`src/rtl/sram_stream_pkg.sv`:
```
// Shared types for the SRAM FIFO drain path: controller state encoding and skid depth.
package sram_stream_pkg;

  typedef enum logic [1:0] {
    IDLE   = 2'd0,
    RUN    = 2'd1,
    FINISH = 2'd2
  } state_e;

  localparam int SKID_DEPTH = 2;

endpackage

```
`src/rtl/skid_fifo2.sv`:
```
// Two-entry register FIFO that absorbs the one-cycle read latency of the upstream SRAM FIFO.
// Head always lives in slot0 so the output is a plain register.
module skid_fifo2
  import sram_stream_pkg::*;
#(
  parameter int BITS = 12
) (
  input  logic            clk,
  input  logic            rst_n,
  input  logic            push_i,
  input  logic [BITS-1:0] push_data_i,
  input  logic            pop_i,
  output logic [1:0]      occ_o,
  output logic [BITS-1:0] head_o
);

  logic [1:0]      occ_q, occ_d;
  logic [BITS-1:0] slot0_q, slot0_d;
  logic [BITS-1:0] slot1_q, slot1_d;
  logic            pop_ok, push_ok;

  always_comb begin
    pop_ok  = pop_i && (occ_q != 2'd0);
    push_ok = push_i && ((occ_q != 2'(SKID_DEPTH)) || pop_ok);
    occ_d   = occ_q;
    slot0_d = slot0_q;
    slot1_d = slot1_q;
    // NOTE: blocking assignments in combinational logic let the push step see the post-pop occupancy.
    if (pop_ok) begin
      slot0_d = slot1_q;
      occ_d   = occ_q - 2'd1;
    end
    if (push_ok) begin
      if (occ_d == 2'd0) slot0_d = push_data_i;
      else               slot1_d = push_data_i;
      occ_d = occ_d + 2'd1;
    end
  end

  // NOTE: non-blocking assignments for all state so every register samples pre-edge values.
  always_ff @(posedge clk) begin
    if (!rst_n) begin
      occ_q   <= 2'd0;
      // NOTE: the data slots are reset too, so the output word reads zero straight after reset.
      slot0_q <= '0;
      slot1_q <= '0;
    end else begin
      occ_q   <= occ_d;
      slot0_q <= slot0_d;
      slot1_q <= slot1_d;
    end
  end

  assign occ_o  = occ_q;
  assign head_o = slot0_q;

endmodule

```
`src/rtl/sram_drain_ctrl.sv`:
```
// Drains the mySRAM word FIFO into a valid/ready stream with burst framing,
// a running accepted-word count and a sticky overflow flag.
module sram_drain_ctrl
  import sram_stream_pkg::*;
#(
  parameter int BITS      = 12,
  parameter int BURST_LEN = 4,
  parameter int CNT_W     = 16
) (
  input  logic             clk,
  input  logic             rst_n,
  input  logic             en,
  input  logic             fifo_ready,
  input  logic             fifo_overflow,
  input  logic [BITS-1:0]  fifo_data,
  output logic             fifo_read,
  output logic             m_valid,
  output logic [BITS-1:0]  m_data,
  output logic             m_last,
  input  logic             m_ready,
  input  logic             ovf_clr,
  output logic             ovf_sticky,
  output logic             busy,
  output logic [CNT_W-1:0] word_cnt
);

  localparam int BEAT_W = (BURST_LEN > 1) ? $clog2(BURST_LEN) : 1;
  localparam int CW     = BEAT_W + 2;
  localparam logic [BEAT_W-1:0] LAST_BEAT = BEAT_W'(BURST_LEN - 1);

  state_e            state_q;
  logic              inflight_q;
  logic [BEAT_W-1:0] beat_q, beat_d;
  logic [CNT_W-1:0]  word_cnt_q, word_cnt_d;
  logic              ovf_q, ovf_d;

  logic [1:0]        occ;
  logic [BITS-1:0]   head;
  logic              pop, last_beat, wrap;
  logic              credit_ok, wind_ok;
  logic [CW-1:0]     committed, words_left;

  skid_fifo2 #(.BITS(BITS)) u_skid (
    .clk         (clk),
    .rst_n       (rst_n),
    .push_i      (inflight_q),
    .push_data_i (fifo_data),
    .pop_i       (pop),
    .occ_o       (occ),
    .head_o      (head)
  );

  assign m_valid   = (occ != 2'd0);
  assign m_data    = head;
  assign pop       = m_valid & m_ready;
  assign last_beat = (beat_q == LAST_BEAT);
  assign m_last    = m_valid & last_beat;
  assign wrap      = pop & last_beat;

  always_comb begin
    // Words already owed to the skid: stored plus the one arriving from the FIFO.
    committed  = CW'(occ) + CW'(inflight_q);
    words_left = CW'(BURST_LEN) - CW'(beat_q);
    credit_ok  = committed < (CW'(2) + CW'(pop));
    // With en low, only fetch what is still needed to close the current burst.
    wind_ok    = (beat_q != '0) && (committed < words_left);
    fifo_read  = rst_n & fifo_ready & (state_q != IDLE) & credit_ok & (en | wind_ok);

    beat_d = beat_q;
    if (pop) beat_d = last_beat ? '0 : beat_q + BEAT_W'(1);
    word_cnt_d = word_cnt_q + CNT_W'(pop);
    ovf_d      = fifo_overflow | (ovf_q & ~ovf_clr);
  end

  always_ff @(posedge clk) begin
    if (!rst_n) begin
      state_q    <= IDLE;
      inflight_q <= 1'b0;
      beat_q     <= '0;
      word_cnt_q <= '0;
      ovf_q      <= 1'b0;
    end else begin
      inflight_q <= fifo_read;
      beat_q     <= beat_d;
      word_cnt_q <= word_cnt_d;
      ovf_q      <= ovf_d;
      unique case (state_q)
        IDLE:    if (en) state_q <= RUN;
        RUN:     if (!en) state_q <= (beat_d == '0) ? IDLE : FINISH;
        FINISH: begin
          if (en)        state_q <= RUN;
          else if (wrap) state_q <= IDLE;
        end
        default: state_q <= IDLE;
      endcase
    end
  end

  assign busy       = (state_q != IDLE) | m_valid | inflight_q;
  assign ovf_sticky = ovf_q;
  assign word_cnt   = word_cnt_q;

endmodule

```
`config.mk`:
```
export PLATFORM = sky130hd
export DESIGN_NAME = sram_drain_ctrl
export DESIGN_NICKNAME = d
export VERILOG_FILES = /design/src/rtl/sram_stream_pkg.sv /design/src/rtl/skid_fifo2.sv /design/src/rtl/sram_drain_ctrl.sv
export SDC_FILE = /design/constraint.sdc
export NUM_CORES = 1
export LEC_CHECK = 0
export BUFFER_PORTS_ARGS = -buffer_cell sky130_fd_sc_hd__buf_2
export CORE_MARGIN = 4
export CORE_UTILIZATION = 53
export CTS_CLUSTER_DIAMETER = 200
export DETAILED_ROUTE_END_ITERATION = 8
export PLACE_DENSITY_LB_ADDON = 0.12
export SLEW_MARGIN = 20
export SYNTH_ARGS = -nofsm -noshare
export SYNTH_HDL_FRONTEND = slang
export SYNTH_SLANG_ARGS = --single-unit
```
`constraint.sdc`:
```
create_clock -name clk -period 2.7 [get_ports clk]
set_input_delay 0 -clock clk [delete_from_list [all_inputs] [get_ports clk]]
set_output_delay 0 -clock clk [all_outputs]
set_load 0.01 [all_outputs]
```
==> results of run 1 <==
[flip-flops by register name, summed over array words and instances (netlist names)]
| register | count |
|---|---|
| ovf_sticky | 1 |
| u_skid.slot1_q | 12 |
| word_cnt | 16 |
| beat_q | 2 |
| u_skid.head_o | 12 |
| u_skid.occ_o | 2 |
| inflight_q | 1 |
| state_q | 2 |
[report_power, final]
| part | leakage, nW | internal (W) | switching (W) |
|---|---|---|---|
| Combinational | 0.847 | 0.000219 | 0.000264 |
| Sequential | 0.388 | 0.000750 | 0.0000298 |
| Clock | 0.0400 | 0.000176 | 0.000228 |
| Total | 1.27 | 0.00114 | 0.000522 |
[worst paths after layout]
check / endpoint / slack, ns / cells after the start
max: word_cnt[14]$_SDFF_PN0_ / 0.20 / 10
max reg2reg: word_cnt[14]$_SDFF_PN0_ / 0.20 / 10
min: inflight_q$_SDFF_PN0_ / 0.04 / 4
min reg2reg: u_skid.slot1_q[4]$_SDFFE_PN0P_ / 0.47 / 2
[area by class of cell]
cell class                      count  area, um2  share of cell area [%]
Multi-Input combinational cell    175       1170                    42.6
Clock buffer                        5       68.8                    2.50
Tap cell                           50       62.6                    2.28
Sequential cell                    48        961                    35.0
Timing Repair Buffer               68        420                    15.3
Inverter                           12       52.6                    1.91
Clock inverter                      2       12.5                   0.455
[worst register-to-register path, delay by kind of cell, from the launching register on]
family                     cells  cell delay [ns]
xor gates and xnor gates       1             0.10
buffers and inverters          2             0.21
and+or+nand+nor                4             1.08
DFF                            1             0.37
adders and majority gates      3             0.63
[repair_timing]
action                                  CTS  global route
endpoints found under the hold margin    27             0
hold buffers                             15             0
endpoints found under the setup margin    0             1
resized for setup                         0             1
[metrics by stage]
step	cell area [um2]	setup WS, ns	std cells
6_report	2750	0.197	360
5_1_grt	2750	0.0555	360
4_1_cts	2740	0.218	360
3_5_place_dp	2510	0.252	338
3_3_place_gp	2510	0.342	338
2_1_floorplan	2230	0.546	247
[cells in the final DEF (no fill, tap or decap), types with 2 or more instances in the layout]
| cell type | count |
|---|---|
| nand4_1 | 3 |
| nand3b_1 | 2 |
| nor2b_1 | 3 |
| mux2_2 | 13 |
| o311a_1 | 2 |
| nor2_1 | 4 |
| nor4_1 | 4 |
| ha_1 | 11 |
| and2_1 | 15 |
| xnor2_1 | 4 |
| xor2_1 | 10 |
| clkbuf_8 | 5 |
| o21ai_0 | 29 |
| buf_2 | 51 |
| inv_1 | 11 |
| dfxtp_1 | 48 |
| a21oi_1 | 3 |
| nand3_1 | 28 |
| nor3_1 | 7 |
| nand2_1 | 21 |
| dlygate4sd3_1 | 15 |
| buf_4 | 2 |
| a21boi_0 | 3 |
| or3_1 | 2 |
[kinds of logic after synthesis]
family          Yosys count  synth area share (%)
simple gates             96                  23.1
buf+inv                  24                  4.87
mux                      13                  6.55
xor+xnor                 14                  5.49
flops                    48                  43.0
compound gates           41                  10.8
fa+ha+maj                11                  6.16
[layer usage]
layer  vias to the layer above  global-route usage, %  routed length, um
met4                         0                   6.56                 65
met3                         5                   4.13                168
met5                         -                      0                  0
li1                        980                      -                  -
met1                       874                   23.3               2090
met2                        34                   31.3               2240
==> run_results.csv, run 1 <==
group,metric,value,unit
pwr,p_per_area,606,nW/um2
timing,fmax,400,MHz
critical_path,crit_family,"simple AND/OR/NAND/NOR gates",
clocking,cts_setup_buffers,0,
logic_synthesis,synth-edff-count,0,
pwr,vdd_drop_max,0.000365,V
timing,tns,0,ns
clocking,ctsLongestPathBuffers,2,
die,die_area,5320,um2
grt,grt_pass1_wl,7.76,mm
timing,whs,0.0421,ns
logic_synthesis,synth_common_cells,"dfxtp_1 (48), o21ai_0 (29), nand3_1 (28)",
grt,antenna_found_initial,0,
layout,area_delta_synth_final,23.0,%
routing,routedWlPerCell,12.7,um
routing,ant_nets,0,
die,die_w,72.9,um
routing,drtIter0Drc,79,
run,drv_cap,0,
routing,vias_per_cell,5.26,
logic_synthesis,synth_area,2230,um2
logic_synthesis,ys_types,35,
critical_path,cp-start-kind,"flop",
die,core,4030,um2
routing,route.detailed.drc,0,
pwr,p_total,0.00167,W
critical_path,crit_top_cell,"ha_1",
routing,wirelength,4.57,mm
grt,grtUsageTotal,18.6,%
clocking,numClockSinks,48,
logic_synthesis,synth_area_leaders,"dfxtp_1 (43%), mux2_2 (6.6%), o21ai_0 (6.5%)",
critical_path,arrival,2.69,ns
timing,finalSetupViolCount,0,
critical_path,reg2reg_from,"u_skid.occ_o[0]$_SDFF_PN0_",
grt,grt_max_degree,34,
clocking,htreeDepth,2,
routing,routed-via-count,1893,
layout,fin_nets,340,
logic_synthesis,yosysSeqAreaShare,43.0,%
critical_path,crit_chain,"inv_1 -> ha_1 -> nand2b_4 -> inv_8 -> ha_1 -> ha_1 -> nand3_1 -> nor4_1 -> xor2_1 -> and2_1",
worst_hold_path,hold_class,"input pin to flop",
layout,antenna_cells,0,
clocking,cts_root_buffer,"clkbuf_8",
critical_path,startpoint,"u_skid.occ_o[0]$_SDFF_PN0_",
timing,slew_violations,0,
logic_synthesis,synth_seq_cells,48,
grt,gr-total-overflow,0,
clocking,cts_made_buffers,5,
grt,grt_pass1_vias,1768,
critical_path,slowest_delay,0.37,ns
logic_synthesis,syn_nets,277,
die,initial_core_util,55.4,%
clocking,worstSkewPairLatency,0.30,ns
critical_path,worstPathMaxFanout,17,
logic_synthesis,ys.warnings.count,0,
logic_synthesis,synth_cells,247,
critical_path,critPathKind,"flop to flop",
placed_design,portBuffers,51,
critical_path,end_kind,"flop",
logic_synthesis,ys_async_sr_fraction,0,%
critical_path,crit_path_top_delay_cell,"dfxtp_1",
layout,final_core_util,68.2,%
logic_synthesis,synthFlopType,"dfxtp_1",
timing,hold_viol,0,
worst_hold_path,worstHoldStart,"fifo_ready",
logic_synthesis,synth_top_cell_area_share,43.0,%
die,io-pin-count,52,
timing,fin_crit,2.50,ns
critical_path,cp_data_required_time,2.89,ns
die,num_rows,23,
layout,fillers,354,
layout,drive_above_1_share,25.5,%
timing,min_period_over_period,92.7,%
status,status,"finished clean",
timing,maxSlewHeadroom,40.9,%
logic_synthesis,yosysTopAreaCell,"dfxtp_1",
critical_path,critPathBufInv,2,
die,die_y,72.9,um
placed_design,dp_hpwl,3.02,mm
placed_design,place.gp.congestion,0.799,
clocking,tritoncts,"yes",
routing,dr.pass1.iters,4,
timing,worst_pin_slew,0.884,ns
logic_synthesis,synth_most_common_cell,"dfxtp_1",
clocking,clkTransAtPathRegs,0.09,ns
pwr,p_leak,1.27,nW
timing,rsz0062_at_grt,"false",
logic_synthesis,synth.avg_cell_area,9.04,um2
timing,skew,0.0100,ns
Power figures use the tool's default switching activity.
==> run 2, diff against run 1 <==
Settings changed: ABC_AREA set to 1, CORE_UTILIZATION 53 to 54.
==> run 2 against run 1 <==
Synthesized cell count up 34%; combinational power increased by 12%; die area up 4.5%; via count rose by 15%; largest power group unchanged; area after synthesis increased by 7.1%; clock-buffer cell count unchanged; sequential cell count unchanged; non-clock buffer count increased by 2; global-route usage increased by 2.0 points; clock power grew 33%; total power increased by 12%; critical endpoint is now u_skid.head_o[0]$_SDFF_PN0_.
==> run_results.csv, run 2 <==
group,metric,value,unit
grt,grt_pass1_vias,2068,
timing,slew_violations,0,
critical_path,crit_path_top_delay_cell,"nor2_2",
pwr,p_int,0.00122,W
layout,fillers,356,
routing,routedWlPerCell,11.9,um
pwr,p_leak,1.43,nW
timing,finalSetupViolCount,0,
grt,gr-total-overflow,0,
clocking,htreeDepth,2,
logic_synthesis,ys_async_sr_fraction,0,%
routing,routed-via-count,2178,
worst_hold_path,hold_class,"input pin to flop",
clocking,tritoncts,"yes",
die,num_rows,23,
layout,largest_reg_flops,16,
critical_path,cp-start-kind,"flop",
pwr,clkPwrFrac,28.8,%
pwr,p_seq_share,42.1,%
routing,dr.pass1.iters,4,
logic_synthesis,syn_nets,361,
die,initial_core_util,57.7,%
die,io-pin-count,52,
timing,fmax,418,MHz
logic_synthesis,ys.warnings.count,0,
layout,fin_nets,427,
die,die_area,5560,um2
routing,vias_per_cell,4.86,
grt,antenna_found_initial,0,
routing,wirelength,5.31,mm
layout,area_delta_synth_final,22.5,%
critical_path,slowest_delay,0.48,ns
logic_synthesis,ys_types,30,
grt,grtUsageTotal,20.5,%
placed_design,portBuffers,51,
placed_design,place_ws,0.373,ns
logic_synthesis,yosysTopAreaCell,"dfxtp_1",
clocking,worstSkewPairLatency,0.30,ns
pwr,combPwrFrac,29.2,%
clocking,numClockSinks,48,
timing,fin_crit,2.39,ns
routing,route.detailed.drc,0,
status,status,"finished clean",
pwr,switching_share,34.2,%
logic_synthesis,synth_common_cells,"nand2_1 (79), nor2_1 (55), dfxtp_1 (48)",
clocking,cts_made_buffers,5,
placed_design,place.gp.congestion,0.849,
die,die_y,74.5,um
run,drv_cap,0,
timing,min_period_over_period,88.7,%
grt,grt_pass1_wl,9.04,mm
critical_path,worstPathMaxFanout,19,
critical_path,critPathBufInv,3,
die,die_w,74.5,um
placed_design,placedInstanceArea,2660,um2
logic_synthesis,synth_most_common_cell,"nand2_1",
logic_synthesis,synth_area,2390,um2
logic_synthesis,synthFlopType,"dfxtp_1",
placed_design,dp_hpwl,3.64,mm
critical_path,arrival,2.63,ns
critical_path,cp_data_required_time,2.94,ns
timing,worst_pin_slew,0.541,ns
clocking,clkTransAtPathRegs,0.10,ns
timing,maxSlewHeadroom,63.9,%
grt,grt_max_degree,26,
critical_path,crit_family,"simple AND/OR/NAND/NOR gates",
layout,drive_above_1_share,23.1,%
routing,drtIter0Drc,73,
layout,design_area,2930,um2
logic_synthesis,synth-edff-count,0,
clocking,cts_root_buffer,"clkbuf_8",
pwr,p_total,0.00186,W
critical_path,crit_chain,"inv_1 -> ha_1 -> inv_2 -> nand2_8 -> xor2_1 -> ha_1 -> inv_1 -> nor2_2 -> o21ai_0 -> nor2_1",
timing,rsz0062_at_grt,"false",
logic_synthesis,synth.avg_cell_area,7.22,um2
layout,final_common_cell,"nand2_1",
critical_path,critPathKind,"flop to flop",
pwr,p_per_area,635,nW/um2
logic_synthesis,synth_top_cell_area_share,40.2,%
layout,layout_common_cells,"nand2_1 (79), nor2_1 (55), buf_2 (51), dfxtp_1 (48), inv_1 (32)",
logic_synthesis,yosysSeqAreaShare,40.2,%
layout,final_cells,448,
routing,ant_nets,0,
pwr,p_sw,0.000635,W
clocking,ctsLongestPathBuffers,2,
timing,skew,0.0106,ns
layout,antenna_cells,0,
timing,tns,0,ns
timing,hold_viol,0,
logic_synthesis,synth_area_leaders,"dfxtp_1 (40%), nand2_1 (12%), nor2_1 (8.6%)",
logic_synthesis,synth_cells,331,
timing,finalWorstSetupSlack,0.306,ns
critical_path,end_kind,"flop",
logic_synthesis,synth_seq_cells,48,
die,core,4140,um2
placed_design,dp_cells,425,
pwr,vdd_drop_max,0.000356,V
==> run 2: cell count changes after synthesis, sizes merged, moves of 4 or more <==
cell,delta
a21oi,+18
and2,-15
buf,+4
clkbuf,-5
inv,+22
mux2,-13
nand2,+73
nand3,-8
nor2,+53
nor4,-5
o21ai,-9
xor2,-8
==> run 2: area by class of cell <==
| cell class | instances | area [um2] | share of cell area [%] |
|---|---|---|---|
| Multi-Input combinational cell | 238 | 1220 | 41.8 |
| Sequential cell | 48 | 961 | 32.8 |
| Timing Repair Buffer | 70 | 435 | 14.9 |
| Inverter | 34 | 130 | 4.44 |
| Clock buffer | 5 | 68.8 | 2.35 |
| Tap cell | 50 | 62.6 | 2.14 |
| Clock inverter | 3 | 46.3 | 1.58 |
==> run 2: metrics by stage <==
stage / hold slack (ns) / utilization, %
detailed placement: 0.219 / 64.3
floorplan: 0.117 / -
global route: 0.0677 / 70.7
finish: 0.0421 / 70.7
CTS: 0.0336 / 70.7
global placement: 0.208 / 64.3
==> run 2: metal layers <==
metal  GRT usage (%)  vias up  wire length [um]
met5               0        -                 0
met4            4.74        0                19
met3            3.92        2               309
met2            34.2       53              2360
met1            27.5      950              2620
li1                -     1173                 -
==> run 2: worst min-delay path, stage by stage <==
cell and delay (ns):
buf_2 0.10, nand2_1 0.05, nor3_1 0.04, nand2_1 0.07
a21oi_1 0.05
==> run 2: repair_timing <==
action / CTS / global route
resized for setup: 0 / 0
buffers inserted: 0 / 0
endpoints found under the hold margin: 28 / 0
hold buffers: 15 / 0
==> run 2: kinds of logic (layout without fill, tap and decap cells) <==
group           Yosys count  count (layout)  synth area share, %
compound gates           46              46                 11.6
xor+xnor                  4               4                 1.47
fa+ha+maj                11              11                 5.76
buf+inv                  45             112                 8.58
flops                    48              48                 40.2
simple gates            177             177                 32.4
==> run 2: power by group through the flow <==
stage	combinational, W	sequential, W	clock (W)
after CTS	0.000542	0.000782	0.000546
after global routing	0.000606	0.000788	0.000571
after floorplan	0.000373	0.000803	0
after detailed placement	0.000525	0.000798	0
after global placement	0.000515	0.000797	0
final	0.000542	0.000782	0.000535
==> run 2: worst paths after layout <==
| path | cells past startpoint | start | endpoint | slack [ns] |
|---|---|---|---|---|
| max | 10 | u_skid.occ_o[0]$_SDFF_PN0_ | u_skid.head_o[0]$_SDFF_PN0_ | 0.31 |
| min | 5 | fifo_ready | inflight_q$_SDFF_PN0_ | 0.04 |
| max reg2reg | 10 | u_skid.occ_o[0]$_SDFF_PN0_ | u_skid.head_o[0]$_SDFF_PN0_ | 0.31 |
| min reg2reg | 2 | u_skid.slot1_q[10]$_SDFFE_PN0P_ | u_skid.slot1_q[10]$_SDFFE_PN0P_ | 0.47 |
==> run 3, diff against run 2 <==
Settings changed: CORE_ASPECT_RATIO set to 1.2, GPL_ROUTABILITY_DRIVEN set to 0.
==> run 3 against run 2 <==
Cell count is 0.89% higher; clock power shrank 25%; die area about the same; highest routed layer unchanged.
==> run_results.csv, run 3 (synthesis results as in run 2) <==
group,metric,value,unit
placed_design,place_ws,0.328,ns
layout,final_core_util,67.9,%
timing,fin_crit,2.39,ns
grt,grt_max_degree,26,
routing,route.detailed.drc,0,
critical_path,critPathKind,"flop to flop",
layout,final_common_cell,"nand2_1",
grt,gr-total-overflow,0,
clocking,clkTransAtPathRegs,0.08,ns
routing,dr.pass1.iters,4,
routing,wirelength,5.28,mm
timing,fmax,418,MHz
pwr,p_leak,1.41,nW
placed_design,dp_hpwl,3.69,mm
grt,grt_pass1_vias,2044,
worst_hold_path,hold_class,"input pin to flop",
layout,register_area,961,um2
worst_hold_path,worstHoldStart,"fifo_ready",
clocking,cts_setup_buffers,0,
timing,maxSlewHeadroom,65.4,%
timing,skew,0.00301,ns
grt,grt_pass1_wl,9.03,mm
pwr,p_total,0.00172,W
routing,ant_nets,0,
layout,drive_above_1_share,22.5,%
clocking,ctsLongestPathBuffers,2,
timing,rsz0062_at_grt,"false",
critical_path,cp_data_required_time,2.93,ns
critical_path,worstPathMaxFanout,19,
timing,min_period_over_period,88.6,%
timing,tns,0,ns
layout,fin_nets,426,
pwr,p_per_area,594,nW/um2
layout,multi_input_area,1220,um2
die,die_w,68.7,um
die,die_y,80.9,um
critical_path,startpoint,"u_skid.occ_o[0]$_SDFF_PN0_",
pwr,vdd_drop_max,0.000409,V
status,status,"finished clean",
placed_design,placedInstanceArea,2660,um2
layout,design_area,2890,um2
layout,area_delta_synth_final,20.9,%
timing,finalWorstSetupSlack,0.308,ns
routing,vias_per_cell,4.78,
clocking,worstSkewPairLatency,0.29,ns
clocking,cts_made_buffers,5,
critical_path,arrival,2.63,ns
layout,antenna_cells,0,
clocking,htreeDepth,2,
layout,fillers,406,
critical_path,end_kind,"flop",
clocking,cts_root_buffer,"clkbuf_8",
clocking,tritoncts,"yes",
timing,hold_viol,0,
die,io-pin-count,52,
timing,slew_violations,0,
routing,routedWlPerCell,11.7,um
critical_path,cp-start-kind,"flop",
layout,largest_reg_flops,16,
timing,worst_pin_slew,0.519,ns
layout,layout_common_cells,"nand2_1 (79), nor2_1 (55), buf_2 (51), dfxtp_1 (48), inv_1 (32)",
critical_path,reg2reg_from,"u_skid.occ_o[0]$_SDFF_PN0_",
timing,finalSetupViolCount,0,
grt,antenna_found_initial,0,
grt,grtUsageTotal,20.9,%
routing,drtIter0Drc,119,
run,drv_cap,0,
die,die_area,5560,um2
die,core,4260,um2
placed_design,portBuffers,51,
die,num_rows,26,
routing,routed-via-count,2159,
clocking,numClockSinks,48,
die,initial_core_util,56.1,%
run 3: changes by cell type in the layout (fill, tap and decap cells not counted), sizes merged:
| cell | change |
|---|---|
| buf | -1 |
| bufinv | -1 |
| clkbuf | +1 |
| clkinv | +1 |
| clkinvlp | -1 |
| inv | -1 |
run 3: final cells by class:
| type | count | area share [%] |
|---|---|---|
| multi-input combinational | 238 | 42.4 |
| inverter | 34 | 4.50 |
| clock buffer | 6 | 2.51 |
| timing repair buffer | 69 | 14.8 |
| tap | 56 | 2.42 |
| clock inverter | 1 | 0.173 |
| sequential | 48 | 33.2 |
run 3: timing repair:
item,CTS,global route
gates resized for setup,0,0
setup endpoints to repair,0,0
endpoints found under the hold margin,26,0
hold buffers,15,0
run 3: critical path, cell delays in order (launching register included):
cell	delay [ns]
dfxtp_1	0.37
inv_1	0.07
ha_1	0.27
inv_2	0.13
nand2_8	0.12
xor2_1	0.24
ha_1	0.23
inv_1	0.16
nor2_2	0.47
o21ai_0	0.16
nor2_1	0.11
run 3: path summary, 6_finish.rpt:
path / slack (ns) / endpoint / depth (start not counted)
worst max register to register: 0.31 / u_skid.head_o[0]$_SDFF_PN0_ / 10
worst max-delay path: 0.31 / u_skid.head_o[0]$_SDFF_PN0_ / 10
worst min register to register: 0.47 / u_skid.slot1_q[1]$_SDFFE_PN0P_ / 2
worst min-delay path: 0.04 / inflight_q$_SDFF_PN0_ / 5
run 3: report_power, final:
group          switching [W]  internal (W)  total (W)
Sequential         0.0000289      0.000751   0.000780
Combinational       0.000345      0.000192   0.000537
Clock               0.000224      0.000176   0.000401
run 3: stage by stage:
stage               hold slack [ns]  instances
floorplan                     0.117        331
CTS                          0.0311        452
global route                 0.0727        452
detailed placement            0.215        430
global placement              0.207        430
finish                       0.0408        452
run 3: per-layer routing:
metal  global-route usage, %  vias to the layer above  routed length [um]
met5                       0                        -                   0
met4                    4.29                        0                  44
met3                    4.98                        5                 290
met2                    36.6                       49                2620
met1                    25.6                      937                2320
li1                        -                     1168                   -
